[src/rtl/uart_cmd_responder.sv]
// uart_cmd_responder: robot-side UART command endpoint.
// Receives 16-bit commands as two bytes (high byte first) and presents them with
// a cmd_rdy/clr_cmd_rdy handshake; serialises single-byte responses back.
// Optional build macro: CMD_TIMEOUT_EN -- discards a lone high byte after
// TIMEOUT_CYC clocks without a following low byte.
module uart_cmd_responder #(
    parameter int unsigned BAUD_DIV    = 434,
    parameter int unsigned TIMEOUT_CYC = 1000000
) (
    input  logic        clk,
    input  logic        rst,
    input  logic        RX,
    output logic        TX,
    output logic [15:0] cmd,
    output logic        cmd_rdy,
    input  logic        clr_cmd_rdy,
    input  logic [7:0]  resp,
    input  logic        trmt,
    output logic        tx_done
);

    localparam logic [11:0] BIT_RELOAD  = 12'(BAUD_DIV - 1);
    localparam logic [11:0] HALF_RELOAD = 12'(BAUD_DIV / 2 - 1);

    if (BAUD_DIV < 8 || BAUD_DIV > 4095 || TIMEOUT_CYC == 0) begin : g_bad_params
        $error("uart_cmd_responder: BAUD_DIV or TIMEOUT_CYC out of range");
    end

    typedef enum logic {RX_IDLE, RX_RECV} rx_state_t;
    typedef enum logic {TX_IDLE, TX_XMIT} tx_state_t;
    typedef enum logic {ASM_HIGH, ASM_LOW} asm_state_t;

    rx_state_t  rx_state;
    tx_state_t  tx_state;
    asm_state_t asm_state;

    logic        rx_meta, rx_sync, rx_prev;
    logic        rx_start;
    logic [11:0] rx_baud;
    logic [3:0]  rx_bit;
    logic [7:0]  rx_shift;
    logic        byte_vld;

    logic [7:0]  high_byte;
    logic        cmd_set;
    logic        timeout;

    logic [11:0] tx_baud;
    logic [3:0]  tx_bit;
    logic [9:0]  tx_shift;

    // Two-flop synchroniser plus one history flop for falling-edge detection
    always_ff @(posedge clk) begin
        if (rst) begin
            rx_meta <= 1'b1;
            rx_sync <= 1'b1;
            rx_prev <= 1'b1;
        end else begin
            rx_meta <= RX;
            rx_sync <= rx_meta;
            rx_prev <= rx_sync;
        end
    end

    assign rx_start = (rx_state == RX_IDLE) && rx_prev && !rx_sync;

    // Receiver: sample start, 8 data bits LSB first and stop at bit centres
    always_ff @(posedge clk) begin
        if (rst) begin
            rx_state <= RX_IDLE;
            rx_baud  <= '0;
            rx_bit   <= '0;
            rx_shift <= '0;
            byte_vld <= 1'b0;
        end else begin
            byte_vld <= 1'b0;
            case (rx_state)
                RX_IDLE: begin
                    if (rx_start) begin
                        rx_state <= RX_RECV;
                        rx_baud  <= HALF_RELOAD;
                        rx_bit   <= '0;
                    end
                end
                RX_RECV: begin
                    if (rx_baud != '0) begin
                        rx_baud <= rx_baud - 1'b1;
                    end else begin
                        rx_baud <= BIT_RELOAD;
                        rx_bit  <= rx_bit + 1'b1;
                        if (rx_bit == 4'd0) begin
                            if (rx_sync) rx_state <= RX_IDLE;
                        end else if (rx_bit == 4'd9) begin
                            rx_state <= RX_IDLE;
                            byte_vld <= rx_sync;
                        end else begin
                            rx_shift <= {rx_sync, rx_shift[7:1]};
                        end
                    end
                end
                default: rx_state <= RX_IDLE;
            endcase
        end
    end

    assign cmd_set = (asm_state == ASM_LOW) && byte_vld;

`ifdef CMD_TIMEOUT_EN
    localparam int unsigned TO_W = $clog2(TIMEOUT_CYC + 1);
    localparam logic [TO_W-1:0] TO_LAST = TO_W'(TIMEOUT_CYC - 1);
    logic [TO_W-1:0] to_cnt;

    // Clocks spent waiting for the low byte; restarts on every entry to LOW
    always_ff @(posedge clk) begin
        if (rst || asm_state != ASM_LOW) to_cnt <= '0;
        else                             to_cnt <= to_cnt + 1'b1;
    end

    assign timeout = (asm_state == ASM_LOW) && (to_cnt == TO_LAST);
`else
    assign timeout = 1'b0;
`endif

    // Byte pairing into commands and the cmd_rdy handshake (set beats clear)
    always_ff @(posedge clk) begin
        if (rst) begin
            asm_state <= ASM_HIGH;
            high_byte <= '0;
            cmd       <= '0;
            cmd_rdy   <= 1'b0;
        end else begin
            case (asm_state)
                ASM_HIGH: begin
                    if (byte_vld) begin
                        high_byte <= rx_shift;
                        asm_state <= ASM_LOW;
                    end
                end
                ASM_LOW: begin
                    if (byte_vld) begin
                        cmd       <= {high_byte, rx_shift};
                        asm_state <= ASM_HIGH;
                    end else if (timeout) begin
                        asm_state <= ASM_HIGH;
                    end
                end
                default: asm_state <= ASM_HIGH;
            endcase
            if (cmd_set)
                cmd_rdy <= 1'b1;
            else if (clr_cmd_rdy || (rx_start && asm_state == ASM_HIGH))
                cmd_rdy <= 1'b0;
        end
    end

    // TX is bit 0 of the shift register, so the line is driven straight from a flop
    assign TX = tx_shift[0];

    // Transmitter: one 10-bit frame per accepted trmt, trmt ignored while busy
    always_ff @(posedge clk) begin
        if (rst) begin
            tx_state <= TX_IDLE;
            tx_shift <= '1;
            tx_baud  <= '0;
            tx_bit   <= '0;
            tx_done  <= 1'b0;
        end else begin
            case (tx_state)
                TX_IDLE: begin
                    if (trmt) begin
                        tx_shift <= {1'b1, resp, 1'b0};
                        tx_baud  <= BIT_RELOAD;
                        tx_bit   <= '0;
                        tx_done  <= 1'b0;
                        tx_state <= TX_XMIT;
                    end
                end
                TX_XMIT: begin
                    if (tx_baud != '0) begin
                        tx_baud <= tx_baud - 1'b1;
                    end else if (tx_bit == 4'd9) begin
                        tx_shift <= '1;
                        tx_done  <= 1'b1;
                        tx_state <= TX_IDLE;
                    end else begin
                        tx_shift <= {1'b1, tx_shift[9:1]};
                        tx_baud  <= BIT_RELOAD;
                        tx_bit   <= tx_bit + 1'b1;
                    end
                end
                default: tx_state <= TX_IDLE;
            endcase
        end
    end

endmodule

[config.mk]
export PLATFORM = sky130hd
export DESIGN_NAME = uart_cmd_responder
export DESIGN_NICKNAME = d
export VERILOG_FILES = /design/src/rtl/uart_cmd_responder.sv
export SDC_FILE = /design/constraint.sdc
export NUM_CORES = 1
export LEC_CHECK = 0
export CORE_MARGIN = 10
export CORE_UTILIZATION = 55
export CTS_BUF_LIST = sky130_fd_sc_hd__clkbuf_16
export DETAILED_ROUTE_END_ITERATION = 6
export GPL_TIMING_DRIVEN = 1
export PLACE_DENSITY = 0.76
export SYNTH_ARGS = -nofsm -noshare
export SYNTH_HDL_FRONTEND = slang
export SYNTH_SLANG_ARGS = --single-unit
[constraint.sdc]
create_clock -name clk -period 6.11 [get_ports clk]
set_input_delay 1.5275 -clock clk [delete_from_list [all_inputs] [get_ports clk]]
set_output_delay 1.5275 -clock clk [all_outputs]
set_load 0.01 [all_outputs]
==> impl_metrics.ini, run 1 <==
[run_status]
outcome = finished clean

[yosys]
synth_ff_type = dfxtp_1
synth_edf_count = 0
ys_seq_elements = 82
syn_area_per_cell_um2 = 8.90
synth_cells = 417
ys_types = 56
async_reset_ff_frac = 0
syn_nets = 441
synth_seq_area_share = 0.442
syn_area_mm2 = 0.00371
ys_warn_count = 0

[cts]
hold_buffers = 0
root_buffer = clkbuf_16
cts.clk_slew.worst_paths_ns = 0.06
cts_setup_buffers = 0
htreeDepth = 3
cts_resized = 0
clock_insertion_delay_worst_skew_ns = 0.33
clock_tree.buffer_depth = 2
numCtsBuffers = 9
numClockSinks = 82
tritoncts = yes

[critical_path]
crit_arrival_ns = 3.15
start_kind = input pin
required_ns = 6.33
path_class = in2reg
r2r_start = rx_baud[0]
regToRegSetupSlack_ns = 3.68
cp_cell_sequence = clkdlybuf4s50_1 -> nor2b_1 -> a21oi_2 -> a211oi_1 -> a211o_1
max_stage_delay_ns = 0.50
crit_start = trmt
critical-path-slowest-cell = clkdlybuf4s50_1
crit_fanout = 14
crit_path_end_kind = register

[power]
pwr-share-comb = 0.146
peakVddDrop_mv = 0.186
power.share.clock = 0.428
power_switching_w = 0.000369
p_leak_nw = 1.57
total_power_w = 0.00142
swShare = 0.259
p_per_area_mw_per_mm2 = 325
p_int_w = 0.00105
pwr-share-seq = 0.426

[global_route]
grt_usage = 0.147
grt_max_degree = 57
grt_pass1_vias = 2814
grt_first_pass_wirelength_um = 12500
antenna_found_initial = 0
overflow = 0

[floorplanning]
die-area_mm2 = 0.0104
die_h_um = 102
core_area_mm2 = 0.00646
boundaryPins = 32
die_w_um = 102
start_util = 0.574
rows = 29

[sta]
slew-limit-headroom = 0.265
slew_viol_final = 0
fin_crit_sh = 0.479
rsz0062_at_grt = false
skew_ns = 0.00403
max_freq_mhz = 341
tns_ns = 0
fin_crit_ns = 2.93
setup_viol_count_final = 0
hold_viol = 0
timing_worst_slew_pin_value_ns = 1.10

[routing]
drc = 0
drtAntennaViolNets = 0
drt_iter0_drc = 85
vias = 2978
wirelength_um = 7440
routedWlPerCell_um = 14.2
drtPass1Iterations = 4
via_per_inst = 5.70

[layout]
insertedDiodeCount = 0
drive_above_1_share = 0.0809
nFillCells = 529
multi_input_area_mm2 = 0.00195
seqCellArea_mm2 = 0.00164
finalNetCount = 464
area_growth_pct = 18.0

[run]
maxCapViolations = 0

[placed_design]
dp_hpwl_um = 5090
io_buffers = 31
gp_congestion = 0.920

[hold_path]
min_from = rx_meta
hold_path_class = reg2reg
cell usage after synthesis (8+ instances only):
library cell	number	share of area
a211o_1	8	0.019
a211oi_1	8	0.016
a21oi_1	26	0.035
a31oi_1	9	0.015
clkbuf_1	15	0.015
dfxtp_1	82	0.44
ha_1	11	0.037
inv_1	10	0.010
mux2i_1	25	0.067
nand2_1	29	0.029
nor2_1	69	0.070
o21ai_0	16	0.022
or3_1	10	0.017
xor2_1	8	0.019
logic make-up after synthesis:
| logic type | after synthesis | synth area share |
|---|---|---|
| compound gates | 88 | 0.153 |
| xor+xnor | 10 | 0.0236 |
| fa+ha+maj | 11 | 0.0371 |
| buf+inv | 30 | 0.0327 |
| flops | 82 | 0.442 |
| mux | 26 | 0.0705 |
| simple gates | 170 | 0.241 |
flip-flops by register name, indices dropped and copies added, names as in the netlist:
signal	count
asm_state	1
byte_vld	1
cmd	16
cmd_rdy	1
high_byte	8
rx_baud	12
rx_bit	4
rx_meta	1
rx_prev	1
rx_shift	8
rx_state	1
rx_sync	1
tx_baud	12
tx_bit	4
tx_done	1
tx_shift	9
tx_state	1
metrics by stage:
step / std cells / util / instance area (um2) / setup slack, ns / hold slack (ns)
finish: 522 / 0.678 / 4380 / 3.18 / 0.414
CTS: 522 / 0.678 / 4380 / 3.16 / 0.417
global placement: 506 / 0.625 / 4040 / 2.88 / 0.403
floorplan: 417 / - / 3710 / 3.62 / 0.389
detailed placement: 506 / 0.625 / 4040 / 2.82 / 0.399
global route: 522 / 0.678 / 4380 / 3.02 / 0.426
layout make-up:
| cell class | count | share of cell area |
|---|---|---|
| Tap cell | 77 | 0.0220 |
| Timing Repair Buffer | 32 | 0.0715 |
| Clock inverter | 7 | 0.0266 |
| Inverter | 10 | 0.00858 |
| Sequential cell | 82 | 0.375 |
| Clock buffer | 9 | 0.0515 |
| Multi-Input combinational cell | 305 | 0.445 |
worst max-delay path, delay by kind of cell:
kind            cells  cell delay [ns]
compound gates      3             0.91
buf+inv             1             0.50
simple gates        1             0.21
power groups by stage:
stage | Sequential (W) | Clock [W] | Combinational, W
detailed placement | 0.000616 | 0 | 0.000206
finish | 0.000606 | 0.000609 | 0.000208
global route | 0.000611 | 0.000646 | 0.000233
floorplan | 0.000604 | 0 | 0.000173
global placement | 0.000615 | 0 | 0.000203
CTS | 0.000605 | 0.000622 | 0.000208
routing by layer:
layer  wire length (um)  GRT usage  vias up
met5                  0          0        -
met4                104     0.0510        0
met3                363     0.0560        9
met2               3570      0.250       60
met1               3400      0.165     1384
li1                   -          -     1525
worst paths after layout:
kind / end / depth (start not counted)
max: tx_shift[7] / 5
min: rx_sync / 1
max reg2reg: rx_shift[2] / 7
min reg2reg: rx_sync / 1
layout by cell type (no fill, tap or decap), types with 9 or more instances in the layout:
master / instances
clkdlybuf4s50_1: 30
a21oi_1: 26
dfxtp_1: 82
or3_1: 10
ha_1: 11
nor2_1: 69
a31oi_1: 9
o21ai_0: 16
mux2i_1: 25
clkbuf_16: 9
inv_1: 10
nand2_1: 29
Power figures use the tool's default switching activity.
==> inputs of run 2 (changes only) <==
- clock period: 6.11 -> 2.8 ns (I/O delays scaled with it)
==> run 2 against run 1 <==
  * Critical path type is now reg2reg
  * Clock skew is 0.0017 ns higher
  * Die area stayed put
  * Setup slack worse by 2.6 ns
  * Count of clock-buffer cells in the layout stayed put
  * First-iteration DRC count is 21% higher
  * Hold slack worse by 0.0015 ns
  * Power is 100% higher
  * Critical endpoint is now tx_shift[3]
  * Sequential power is 120% higher
  * Cell count is 0.57% higher
  * Largest cell class unchanged
  * Register-to-register slack worse by 3.1 ns
  * Clock power is 86% higher
==> impl_metrics.ini, run 2 (same netlist as run 1, synthesis figures left out) <==
[cts]
clock_insertion_delay_worst_skew_ns = 0.34
numClockSinks = 82
hold_buffers = 0
htreeDepth = 3
cts_resized = 0
cts.clk_slew.worst_paths_ns = 0.06
cts_setup_buffers = 0
clock_tree.buffer_depth = 2
tritoncts = yes
numCtsBuffers = 9
root_buffer = clkbuf_16

[sta]
fin_crit_sh = 0.781
tns_ns = 0
fin_crit_ns = 2.19
hold_viol = 0
rsz0062_at_grt = false
timing_worst_slew_pin_value_ns = 1.02
slew_viol_final = 0
slew-limit-headroom = 0.318
max_freq_mhz = 457
setup_viol_count_final = 0
skew_ns = 0.00570

[routing]
drtPass1Iterations = 5
drtAntennaViolNets = 0
drc = 0
wirelength_um = 7950
drt_iter0_drc = 103
vias = 3058
via_per_inst = 5.82
routedWlPerCell_um = 15.1

[global_route]
grt_pass1_vias = 2960
antenna_found_initial = 0
grt_max_degree = 52
overflow = 0
grt_first_pass_wirelength_um = 13400
grt_usage = 0.157

[hold_path]
min_from = rx_meta
hold_path_class = reg2reg

[critical_path]
r2r_start = tx_baud[0]
cp_cell_sequence = inv_1 -> ha_1 -> nor2b_1 -> and4_1 -> a21oi_2 -> a211oi_1 -> a211o_1
path_class = reg2reg
crit_fanout = 14
required_ns = 3.02
crit_arrival_ns = 2.41
crit_path_end_kind = register
crit_start = tx_baud[0]
critical-path-slowest-cell = a21oi_2
max_stage_delay_ns = 0.51
start_kind = register

[placed_design]
gp_congestion = 0.853
placed_area_mm2 = 0.00406
io_buffers = 31
dp_hpwl_um = 5290
dp.cells = 509

[floorplanning]
core_area_mm2 = 0.00646
die_h_um = 102
rows = 29
die-area_mm2 = 0.0104
boundaryPins = 32
start_util = 0.574
die_w_um = 102

[layout]
utilization = 0.672
layout_commonest_cell = dfxtp_1
finalNetCount = 467
insertedDiodeCount = 0
area_growth_pct = 17.0
largest_reg_flops = 16
reg_top3 = cmd: 16 flops, rx_baud: 12 flops, tx_baud: 12 flops
final_cell_mix = 82 x dfxtp_1, 69 x nor2_1, 30 x clkdlybuf4s50_1, 29 x nand2_1, 26 x a21oi_1
stdcell_count = 525
regMostFlops = cmd
design_area_mm2 = 0.00434
drive_above_1_share = 0.0893

[power]
p_leak_nw = 1.56
p_per_area_mw_per_mm2 = 671
peakVddDrop_mv = 0.446

[run_status]
outcome = finished clean

[run]
maxCapViolations = 0
run 2: cell types whose count changed in the layout (fill, tap and decap cells not counted), sizes merged:
cell      change
bufinv        -3
clkinv        -2
clkinvlp      +1
buf           +3
inv           +4
run 2: path summary, 6_finish.rpt:
| check | end | slack, ns | cells past startpoint |
|---|---|---|---|
| min | rx_sync | 0.41 | 1 |
| max | tx_shift[3] | 0.61 | 7 |
| max reg2reg | tx_shift[3] | 0.61 | 7 |
| min reg2reg | rx_sync | 0.41 | 1 |
run 2: routing by layer:
| metal | global-route usage | up-vias | wire length, um |
|---|---|---|---|
| li1 | - | 1534 | - |
| met1 | 0.181 | 1451 | 3610 |
| met2 | 0.273 | 62 | 3830 |
| met3 | 0.0371 | 11 | 352 |
| met4 | 0.0672 | 0 | 154 |
| met5 | 0 | - | 0 |
run 2: where the power goes:
group	internal [W]	leakage, nW	switching [W]
combinational	0.000198	0.752	0.000270
clock	0.000618	0.139	0.000510
sequential	0.00123	0.667	0.0000850
total	0.00205	1.56	0.000864
run 2: stage by stage:
| step | hold slack [ns] | total power [W] | worst slack [ns] |
|---|---|---|---|
| global route | 0.436 | 0.00305 | 0.399 |
| finish | 0.412 | 0.00291 | 0.614 |
| detailed placement | 0.397 | 0.00180 | 0.380 |
| global placement | 0.401 | 0.00179 | 0.432 |
| floorplan | 0.389 | 0.00170 | 0.863 |
| CTS | 0.415 | 0.00293 | 0.620 |
run 2: area by class of cell:
class	count	area [um2]
clock buffer	9	225
clock inverter	7	58.8
multi-input combinational	305	1950
timing repair buffer	35	335
sequential	82	1640
inverter	10	37.5
tap	77	96.3
fill	560	2120
run 2: worst max-delay path, delay by kind of cell, from the launching register on:
| kind | cells | cell delay (ns) |
|---|---|---|
| simple gates | 2 | 0.44 |
| buf+inv | 1 | 0.11 |
| compound gates | 3 | 0.90 |
| fa+ha+maj | 1 | 0.20 |
| flops | 1 | 0.41 |
